<file path="src/rtl/register_file_param_if.sv">
// Register file access bundle: write port, two read ports, debug taps and status.
// Latency: n/a (wiring only); read data is registered inside the register file.
// Backpressure: none; writes that arrive while busy are discarded and flagged on write_drop.
interface register_file_param_if #(
    parameter int DATA_W = 32,
    parameter int ADDR_W = 5
);
    logic              clear;
    logic              regwrite;
    logic [ADDR_W-1:0] writereg;
    logic [DATA_W-1:0] writedata;
    logic [ADDR_W-1:0] readreg1;
    logic [ADDR_W-1:0] readreg2;
    logic [DATA_W-1:0] readdata1;
    logic [DATA_W-1:0] readdata2;
    logic [DATA_W-1:0] debug_data;
    logic              done_flag;
    logic              busy;
    logic              write_drop;

    // master: the block issuing reads/writes
    modport master (
        output clear, regwrite, writereg, writedata, readreg1, readreg2,
        input  readdata1, readdata2, debug_data, done_flag, busy, write_drop
    );

    // slave: the register file itself
    modport slave (
        input  clear, regwrite, writereg, writedata, readreg1, readreg2,
        output readdata1, readdata2, debug_data, done_flag, busy, write_drop
    );
endinterface

</file>
<file path="src/rtl/register_file_param.sv">
// Parameterised register file with a clear sweep, two read ports and debug/done taps.
// Latency: 1 cycle address-to-data, same-cycle accepted writes bypass to the read outputs.
// Backpressure: none; writes during a sweep or alongside clear are dropped and pulse write_drop.
//
// Ports: clock, reset_n (async active-low), bus (slave side of register_file_param_if):
//   clear/regwrite/writereg/writedata/readreg1/readreg2 in;
//   readdata1/readdata2/debug_data/done_flag/busy/write_drop out.
module register_file_param #(
    parameter int DATA_W    = 32,
    parameter int ADDR_W    = 5,
    parameter int ZERO_R0   = 1,
    parameter int DEBUG_IDX = 20,
    parameter int DONE_IDX  = 26
) (
    input  logic                  clock,
    input  logic                  reset_n,
    register_file_param_if.slave  bus
);
    localparam int                DEPTH  = 2 ** ADDR_W;
    localparam logic [ADDR_W-1:0] LAST_A = ADDR_W'(DEPTH - 1);
    localparam logic [ADDR_W-1:0] DBG_A  = ADDR_W'(DEBUG_IDX);
    localparam logic [ADDR_W-1:0] DONE_A = ADDR_W'(DONE_IDX);

    typedef enum logic {SWEEP, IDLE} state_t;

    state_t            state_q, state_d;
    logic [ADDR_W-1:0] cnt_q, cnt_d;

    // Storage is deliberately not reset; the sweep after reset zeroes it.
    logic [DATA_W-1:0] mem [DEPTH];

    logic              in_sweep;
    logic              wr_r0;
    logic              wr_acc;
    logic              wr_drop;

    logic [DATA_W-1:0] rd1_d, rd2_d, dbg_d, done_d;
    logic [DATA_W-1:0] rd1_q, rd2_q, dbg_q;
    logic              done_q;
    logic              drop_q;

    assign in_sweep = (state_q == SWEEP);
    // Writes to a hard-wired zero entry are silently ignored, not counted as drops.
    assign wr_r0    = (ZERO_R0 != 0) && (bus.writereg == '0);
    assign wr_drop  = bus.regwrite && (in_sweep || bus.clear);
    assign wr_acc   = bus.regwrite && !in_sweep && !bus.clear && !wr_r0;

    // Read value as seen after this edge: zero entry, then bypass, then storage.
    function automatic logic [DATA_W-1:0] rd_sel(
        input logic [ADDR_W-1:0] a,
        input logic [DATA_W-1:0] stored,
        input logic              acc,
        input logic [ADDR_W-1:0] wa,
        input logic [DATA_W-1:0] wd
    );
        logic [DATA_W-1:0] v;
        v = stored;
        if ((ZERO_R0 != 0) && (a == '0)) begin
            v = '0;
        end else if (acc && (wa == a)) begin
            v = wd;
        end
        return v;
    endfunction

    // FSM state register
    always_ff @(posedge clock or negedge reset_n) begin
        if (!reset_n) begin
            state_q <= SWEEP;
            cnt_q   <= '0;
        end else begin
            state_q <= state_d;
            cnt_q   <= cnt_d;
        end
    end

    // FSM next state
    always_comb begin
        state_d = state_q;
        cnt_d   = cnt_q;
        case (state_q)
            SWEEP: begin
                cnt_d = cnt_q + 1'b1;
                if (cnt_q == LAST_A) begin
                    state_d = IDLE;
                end
            end
            IDLE: begin
                if (bus.clear) begin
                    state_d = SWEEP;
                    cnt_d   = '0;
                end
            end
            default: begin
                state_d = SWEEP;
                cnt_d   = '0;
            end
        endcase
    end

    // Storage: the sweep owns the array; normal writes only outside a sweep.
    always_ff @(posedge clock) begin
        if (in_sweep) begin
            mem[cnt_q] <= '0;
        end else if (wr_acc) begin
            mem[bus.writereg] <= bus.writedata;
        end
    end

    always_comb begin
        rd1_d  = rd_sel(bus.readreg1, mem[bus.readreg1], wr_acc, bus.writereg, bus.writedata);
        rd2_d  = rd_sel(bus.readreg2, mem[bus.readreg2], wr_acc, bus.writereg, bus.writedata);
        dbg_d  = rd_sel(DBG_A, mem[DBG_A], wr_acc, bus.writereg, bus.writedata);
        done_d = rd_sel(DONE_A, mem[DONE_A], wr_acc, bus.writereg, bus.writedata);
    end

    // Registered outputs; held at zero throughout a sweep.
    always_ff @(posedge clock or negedge reset_n) begin
        if (!reset_n) begin
            rd1_q  <= '0;
            rd2_q  <= '0;
            dbg_q  <= '0;
            done_q <= 1'b0;
            drop_q <= 1'b0;
        end else begin
            drop_q <= wr_drop;
            if (in_sweep) begin
                rd1_q  <= '0;
                rd2_q  <= '0;
                dbg_q  <= '0;
                done_q <= 1'b0;
            end else begin
                rd1_q  <= rd1_d;
                rd2_q  <= rd2_d;
                dbg_q  <= dbg_d;
                done_q <= done_d[0];
            end
        end
    end

    assign bus.readdata1  = rd1_q;
    assign bus.readdata2  = rd2_q;
    assign bus.debug_data = dbg_q;
    assign bus.done_flag  = done_q;
    assign bus.write_drop = drop_q;
    assign bus.busy       = in_sweep;
endmodule

</file>
<file path="src/flat_wrapper.sv">
// flat-port wrapper written by rule: the top's interface ports become plain ports
module register_file_param_flat 
#(
    parameter int DATA_W    = 32,
    parameter int ADDR_W    = 5,
    parameter int ZERO_R0   = 1,
    parameter int DEBUG_IDX = 20,
    parameter int DONE_IDX  = 26
)
  (clock, reset_n, bus_clear, bus_regwrite, bus_writereg, bus_writedata, bus_readreg1, bus_readreg2, bus_readdata1, bus_readdata2, bus_debug_data, bus_done_flag, bus_busy, bus_write_drop);
  register_file_param_if #(.DATA_W(DATA_W), .ADDR_W(ADDR_W)) bus_i ();
  input  logic clock;
  input  logic reset_n;
  input wire logic [$bits(bus_i.clear)-1:0] bus_clear;
  input wire logic [$bits(bus_i.regwrite)-1:0] bus_regwrite;
  input wire logic [$bits(bus_i.writereg)-1:0] bus_writereg;
  input wire logic [$bits(bus_i.writedata)-1:0] bus_writedata;
  input wire logic [$bits(bus_i.readreg1)-1:0] bus_readreg1;
  input wire logic [$bits(bus_i.readreg2)-1:0] bus_readreg2;
  output wire logic [$bits(bus_i.readdata1)-1:0] bus_readdata1;
  output wire logic [$bits(bus_i.readdata2)-1:0] bus_readdata2;
  output wire logic [$bits(bus_i.debug_data)-1:0] bus_debug_data;
  output wire logic [$bits(bus_i.done_flag)-1:0] bus_done_flag;
  output wire logic [$bits(bus_i.busy)-1:0] bus_busy;
  output wire logic [$bits(bus_i.write_drop)-1:0] bus_write_drop;
  assign bus_i.clear = bus_clear;
  assign bus_i.regwrite = bus_regwrite;
  assign bus_i.writereg = bus_writereg;
  assign bus_i.writedata = bus_writedata;
  assign bus_i.readreg1 = bus_readreg1;
  assign bus_i.readreg2 = bus_readreg2;
  assign bus_readdata1 = bus_i.readdata1;
  assign bus_readdata2 = bus_i.readdata2;
  assign bus_debug_data = bus_i.debug_data;
  assign bus_done_flag = bus_i.done_flag;
  assign bus_busy = bus_i.busy;
  assign bus_write_drop = bus_i.write_drop;
  register_file_param #(.DATA_W(DATA_W), .ADDR_W(ADDR_W), .ZERO_R0(ZERO_R0), .DEBUG_IDX(DEBUG_IDX), .DONE_IDX(DONE_IDX)) u_core (.clock(clock), .reset_n(reset_n), .bus(bus_i));
endmodule
</file>
<file path="config.mk">
export PLATFORM = sky130hd
export DESIGN_NAME = register_file_param_flat
export DESIGN_NICKNAME = d
export VERILOG_FILES = /design/src/rtl/register_file_param_if.sv /design/src/rtl/register_file_param.sv /design/src/flat_wrapper.sv
export SDC_FILE = /design/constraint.sdc
export NUM_CORES = 1
export LEC_CHECK = 0
export BUFFER_PORTS_ARGS = -buffer_cell sky130_fd_sc_hd__buf_2
export CAP_MARGIN = 20
export CORE_MARGIN = 4
export CORE_UTILIZATION = 55
export DETAILED_ROUTE_END_ITERATION = 12
export PLACE_DENSITY = 0.75
export SYNTH_ARGS = -nofsm -noshare
export SYNTH_HDL_FRONTEND = slang
export SYNTH_SLANG_ARGS = --single-unit
</file>
<file path="constraint.sdc">
create_clock -name clock -period 4.2 [get_ports clock]
set_input_delay 0.84 -clock clock [delete_from_list [all_inputs] [get_ports clock]]
set_output_delay 0.84 -clock clock [all_outputs]
set_load 0.01 [all_outputs]
</file>
# --- After elaboration in Yosys (flattened, before gate mapping) ---
# Memories as Yosys holds them, arrays and structs flattened.
# Cells that the tools add are included.
word_totals:
  memories: 1
  romBits: 0
  ramBits: 1024
  output_inout_bits: 99
  elab_cells: 53
  regBits: 104
  input_bits: 51
  latchBits: 0
memory_table:
  columns: ["memory", "depth", "width", "rd", "rd_ports_with_merged_regs", "wr", "line", "text"]
  rows:
  - ["u_core.mem", 32, 32, 4, 0, 1, "register_file_param.sv:30", "logic [DATA_W-1:0] mem [DEPTH];"]
classes:
  reduce_logical: 15
  multipliers: 0
  shift: 0
  bitwise: 1
  magnitude_cmp: 0
  n_eq_ne: 6
  add_sub_neg: 1
  n_mux: 22
  div_mod_pow: 0
ops:
  columns: ["operator", "count"]
  rows:
  - ["2-to-1 mux 32 bit", 9]
  - ["OR reduction 32 bit", 1]
  - ["equality test 5 bit, second input constant", 3]
  - ["logical NOT 5 bit", 3]
  - ["equality test 5 bit", 2]
  - ["2-to-1 mux 5 bit", 2]
  - ["one-hot mux 5 bit (2 select lines)", 1]
  - ["2-to-1 mux 1 bit", 9]
  - ["logical AND 1 bit", 8]
  - ["adder 5 x 1 -> 5 bit, second input constant", 1]
  - ["logical NOT 1 bit", 2]
  - ["!= test 2 bit, second input constant", 1]
  - ["one-hot mux 1 bit (2 select lines)", 1]
  - ["logical OR 1 bit", 1]
  - ["NOT 1 bit", 1]

# --- Longest topological paths before layout ---
logic_depth:
  word_depth: 8
  depth_mapped: 11
  ltp_nobuf: 6

# --- Worst setup path before layout ---
# No wires, ideal clock.
synth_timing:
  kind: "in2reg"
  from: "input port bus_writereg[4]"
  to: "memory u_core.mem[22][0], enable pin"
  t_required_ps: 3739
  n_path_buf: 2
  cell_stages: 8
  arrival_ps: 4517
  setup_time_ps: 461
  slack_ps: -778
  cell_sequence: "buf_2 -> or3_1 -> o311ai_4 -> buf_4 -> nand3b_1 -> o21ai_0 -> nand2_1 -> nor3_1"
synth_via:
  elab_chain_cells: 8
  elab_cells_between_ends: 9
  cone_classes: "5 x mux; 4 x reduce/logical"
synth_lines:
  columns: ["element", "line", "text"]
  rows:
  - ["start: declaration", "flat_wrapper.sv:16", "input wire logic [$bits(bus_i.writereg)-1:0] bus_writereg;"]
  - ["logical NOT 5 bit", "register_file_param.sv:44", "assign wr_r0 = (ZERO_R0 != 0) && (bus.writereg == '0);"]
  - ["logical NOT 1 bit", "register_file_param.sv:46", "assign wr_acc = bus.regwrite && !in_sweep && !bus.clear && !wr_r0;"]
  - ["logical AND 1 bit", "register_file_param.sv:46", null]
  - ["2-to-1 mux 1 bit", "register_file_param.sv:105", "end else if (wr_acc) begin"]
  - ["2-to-1 mux 1 bit", "register_file_param.sv:103", "if (in_sweep) begin"]
  - ["2-to-1 mux 1 bit (implied by the code)", "register_file_param.sv:106", "mem[bus.writereg] <= bus.writedata;"]
  - ["OR reduction 32 bit (no line)", null, null]
  - ["2-to-1 mux 5 bit (no line) / 2-to-1 mux 1 bit (equally long branches)", null, null]
  - ["end: declaration", "register_file_param.sv:30", null]
# Parallel ways exist; a longest one is shown, timed or not.

# --- Worst setup path in the final report ---
layout_timing:
  from: "input port bus_readreg1[3]"
  to: "register u_core.rd1_q[23], in the netlist u_core.bus.readdata1[23]"
layout_via:
  elab_chain_cells: 5
  elab_cells_between_ends: 7
  cone_classes: "1 x eq/ne; 3 x mux; 2 x reduce/logical; 1 x memory"
layout_lines:
  columns: ["element", "line", "text"]
  rows:
  - ["start: declaration", "flat_wrapper.sv:18", "input wire logic [$bits(bus_i.readreg1)-1:0] bus_readreg1;"]
  - ["parallel branches: the longest is 3 deep, another holds memory (32 x 32 bit)", null, null]
  - ["2-to-1 mux 32 bit *", "register_file_param.sv:58", "if ((ZERO_R0 != 0) && (a == '0)) begin"]
  - ["2-to-1 mux 32 bit *", "register_file_param.sv:127", "if (in_sweep) begin"]
  - ["end signal: assignment", "register_file_param.sv:133", "rd1_q <= rd1_d;"]
  - ["end: declaration", "register_file_param.sv:38", "logic [DATA_W-1:0] rd1_q, rd2_q, dbg_q;"]
# Mark *: on every way between the ends.
# A chain may end at the register's enable or synchronous reset.

==> parameters.txt <==
Parameter                              Value

Status
  Status    finished clean

Timing
  Worst-case hold slack    324 ps
  Setup repair after global routing missed its margin    false
  Min cycle time layout    3130 ps
  Final period util    approximately three quarters
  Count of final hold-check violations    0
  Fin worst setup slack    1070 ps
  Number of max-slew violations in the final report    0
  Tightest Pin Transition    1100 ps
  Setup-failing EPs final    0
  Layout Skew    32.7 ps
  Slew margin rel.    around 26%
  Setup TNS    0 ps
  FMAX    320 MHz

Clocking
  Clock tree sinks    1128
  Clock-pin slew on the worst setup and hold paths    60 ps
  Num CTS Buffers    112
  Count of instances resized after the clock tree is built    0
  Max Root-Sink Buffers    3
  Number of levels the H-tree was split into    3
  Cts-stage hold buffer count    0
  Post-CTS setup repair buffer count    0
  Worst-skew pair later-pin latency    710 ps
  CTS root buf    clkbuf_16
  Clock tree from TritonCTS    yes

Finish
  Fin area    60100 sq um
  Share of layout cells above drive strength 1    between 20% and 30%
  Final core utilization    63.4%
  Post-synthesis to final-layout area growth    14.5%
  Count of nets after finishing    between 3000 and 4000

GRT
  Final global-route overflow total    0
  First-pass GRT wire length    248000 um
  Number of antenna violations at the first check in global routing    7
  Total routing usage reported by global routing    34.7%
  Maximum number of pins on one net before global-route repair    73
  Via count of the first global-routing pass    35000

Yosys
  Sequential cell area fraction in the yosys report    63.5%
  Post-synth top flop    edfxtp_1
  Avg Inst Size Synth    16.5 sq um
  Number of flops mapped to enable cells by yosys    1024
  Number of warnings issued by yosys    0
  Instance count of the mapped netlist    3174
  Net Count, Synth    3227
  Share of async-settable or async-resettable flops after synthesis    9.22%
  Post-synthesis cell type count    between 60 and 70
  Post-synthesis sequential element count    1128
  Cell Area, Synth    52500 sq um

Critical path
  Buffer and inverter count on the worst path    2
  Category of cells accounting for the largest share of critical-path delay    compound AO/OA/AOI/OAI gates
  Maximum single-stage delay on the critical path    670 ps
  Arrival time at the worst endpoint    3720 ps
  Cell type of the slowest stage on the worst timing path    nor2_1
  Highest fanout seen on the critical path    10
  Classification of the worst setup path    primary input to register
  Worst endpoint required time    4790 ps
  Endpoint kind of the worst setup timing path    register
  Series of cell instances along the critical path    buf_2 -> inv_1 -> nor2_1 -> o221ai_1 -> o22ai_1 -> a311oi_1 -> a22o_1
  Crit path launch type    primary input

Place
  Dpl cell area    55900 sq um
  Hpwl dp    ~110000 um
  Dpl ws    466 ps
  GPL Wtd Cong    ~0.94
  Number of port buffers    about 150

Power
  Power per cell area    about 500 nW/um^2
  P_leak    21.0 nW
  Largest voltage drop on the vdd net    0.000407 V

Detailed routing
  DRT antenna net count    0
  Post-route DRC    0
  Detail-routed via count per cell    7.45
  Iter 0 DRT Violations    approximately 5800
  Routed wire length    176000 um
  Post-DR wirelength/cell    36.9 um
  Total via count after detailed routing    35500
  Number of optimization iterations in the first detailed-route pass    8

Floorplan
  Count of boundary I/O pins    150
  Die outline area    ~100000 sq um
  Std-Cell Rows    113
  Die W    317 um
  Core footprint    94900 sq um
  Overall die height    317 um
  Starting Density    55.4%

Flow run
  Maximum capacitance violations    0

Worst hold path
  Worst min path class    primary input to async pin
## layout make-up
class / count / area, sq um
Antenna cell: 1 / 2.50
Clock buffer: 134 / 3010
Clock inverter: 78 / 883
Fill cell: 6457 / 34700
Inverter: 8 / 30.0
Multi-Input combinational cell: 1782 / 17900
Sequential cell: 1128 / 33400
Tap cell: 1265 / 1580
Timing Repair Buffer: 369 / 3360
## report_power, final
group | switching, mW | internal, mW
sequential | 0.740 | 13.8
combinational | 3.53 | 1.96
clock | 4.46 | 6.07
## stage by stage
step	cells	total power, mW
3_5_place_dp	4540	20.0
4_1_cts	4752	30.4
2_1_floorplan	3174	17.4
6_report	4765	30.6
5_1_grt	4764	31.4
3_3_place_gp	4539	19.8
## cells by family (layout without fill, tap and decap cells)
group,after synthesis,count (layout),share of synthesized area [%]
buffers and inverters,264,589,2.93
AND/OR/NAND/NOR,395,395,3.38
XOR/XNOR,12,12,0.200
adder cells (fa/ha/maj),2,2,0.0476
multiplexers,751,751,21.8
AO/OA/AOI/OAI,622,622,8.16
flip-flops,1128,1128,63.5
other,0,1,0
## per-layer routing
layer,track usage (%),part of all wire [%]
met5,0,0.047
met4,18.0,6.3
met3,12.5,16
met2,51.2,44
met1,45.9,34
## flip-flops by register name, indices dropped and copies added (netlist names)
name / cells
u_core.mem: 1024
u_core.bus.debug_data: 32
u_core.bus.readdata1: 32
u_core.bus.readdata2: 32
u_core.cnt_q: 5
u_core.bus.done_flag: 1
u_core.bus.write_drop: 1
u_core.state_q: 1
## worst paths after layout
check	endpoint	start	slack (ps)	cells past startpoint
setup reg to reg	u_core.mem[12][14]	u_core.state_q	1110	9
min in group clock	u_core.bus.debug_data[23]	bus_writedata[23]	420	3
max in group asynchronous	u_core.bus.readdata2[26]	reset_n	3040	2
setup / recovery	u_core.bus.readdata1[23]	bus_readreg1[3]	1070	7
hold reg to reg	u_core.cnt_q[0]	u_core.cnt_q[0]	570	1
hold / removal	u_core.state_q	reset_n	320	1
## synthesized netlist by cell type, types with 39 or more instances
master	instances	area share, %
buf_4	46	0.66
nand2_1	143	1.0
mux4_2	313	13
clkbuf_1	110	0.79
mux2i_1	438	8.3
and2_1	44	0.52
a21oi_1	116	1.1
o22ai_1	136	1.6
dfrtp_1	104	5.0
buf_6	39	0.84
edfxtp_1	1024	59
nor2_1	114	0.81
o21ai_0	83	0.79
o221ai_1	161	2.7
## cell usage in the layout, fill, tap and decap left out, types with 28 or more instances in the layout
cell / count
edfxtp_1: 1024
mux2i_1: 438
mux4_2: 313
o221ai_1: 161
buf_4: 153
nand2_1: 141
buf_2: 141
o22ai_1: 136
clkbuf_16: 117
a21oi_1: 114
dfrtp_1: 104
nor2_1: 86
o21ai_0: 83
buf_12: 58
and2_1: 44
nand3_1: 34
nor2_4: 28
(Power assumes the default switching activity.)
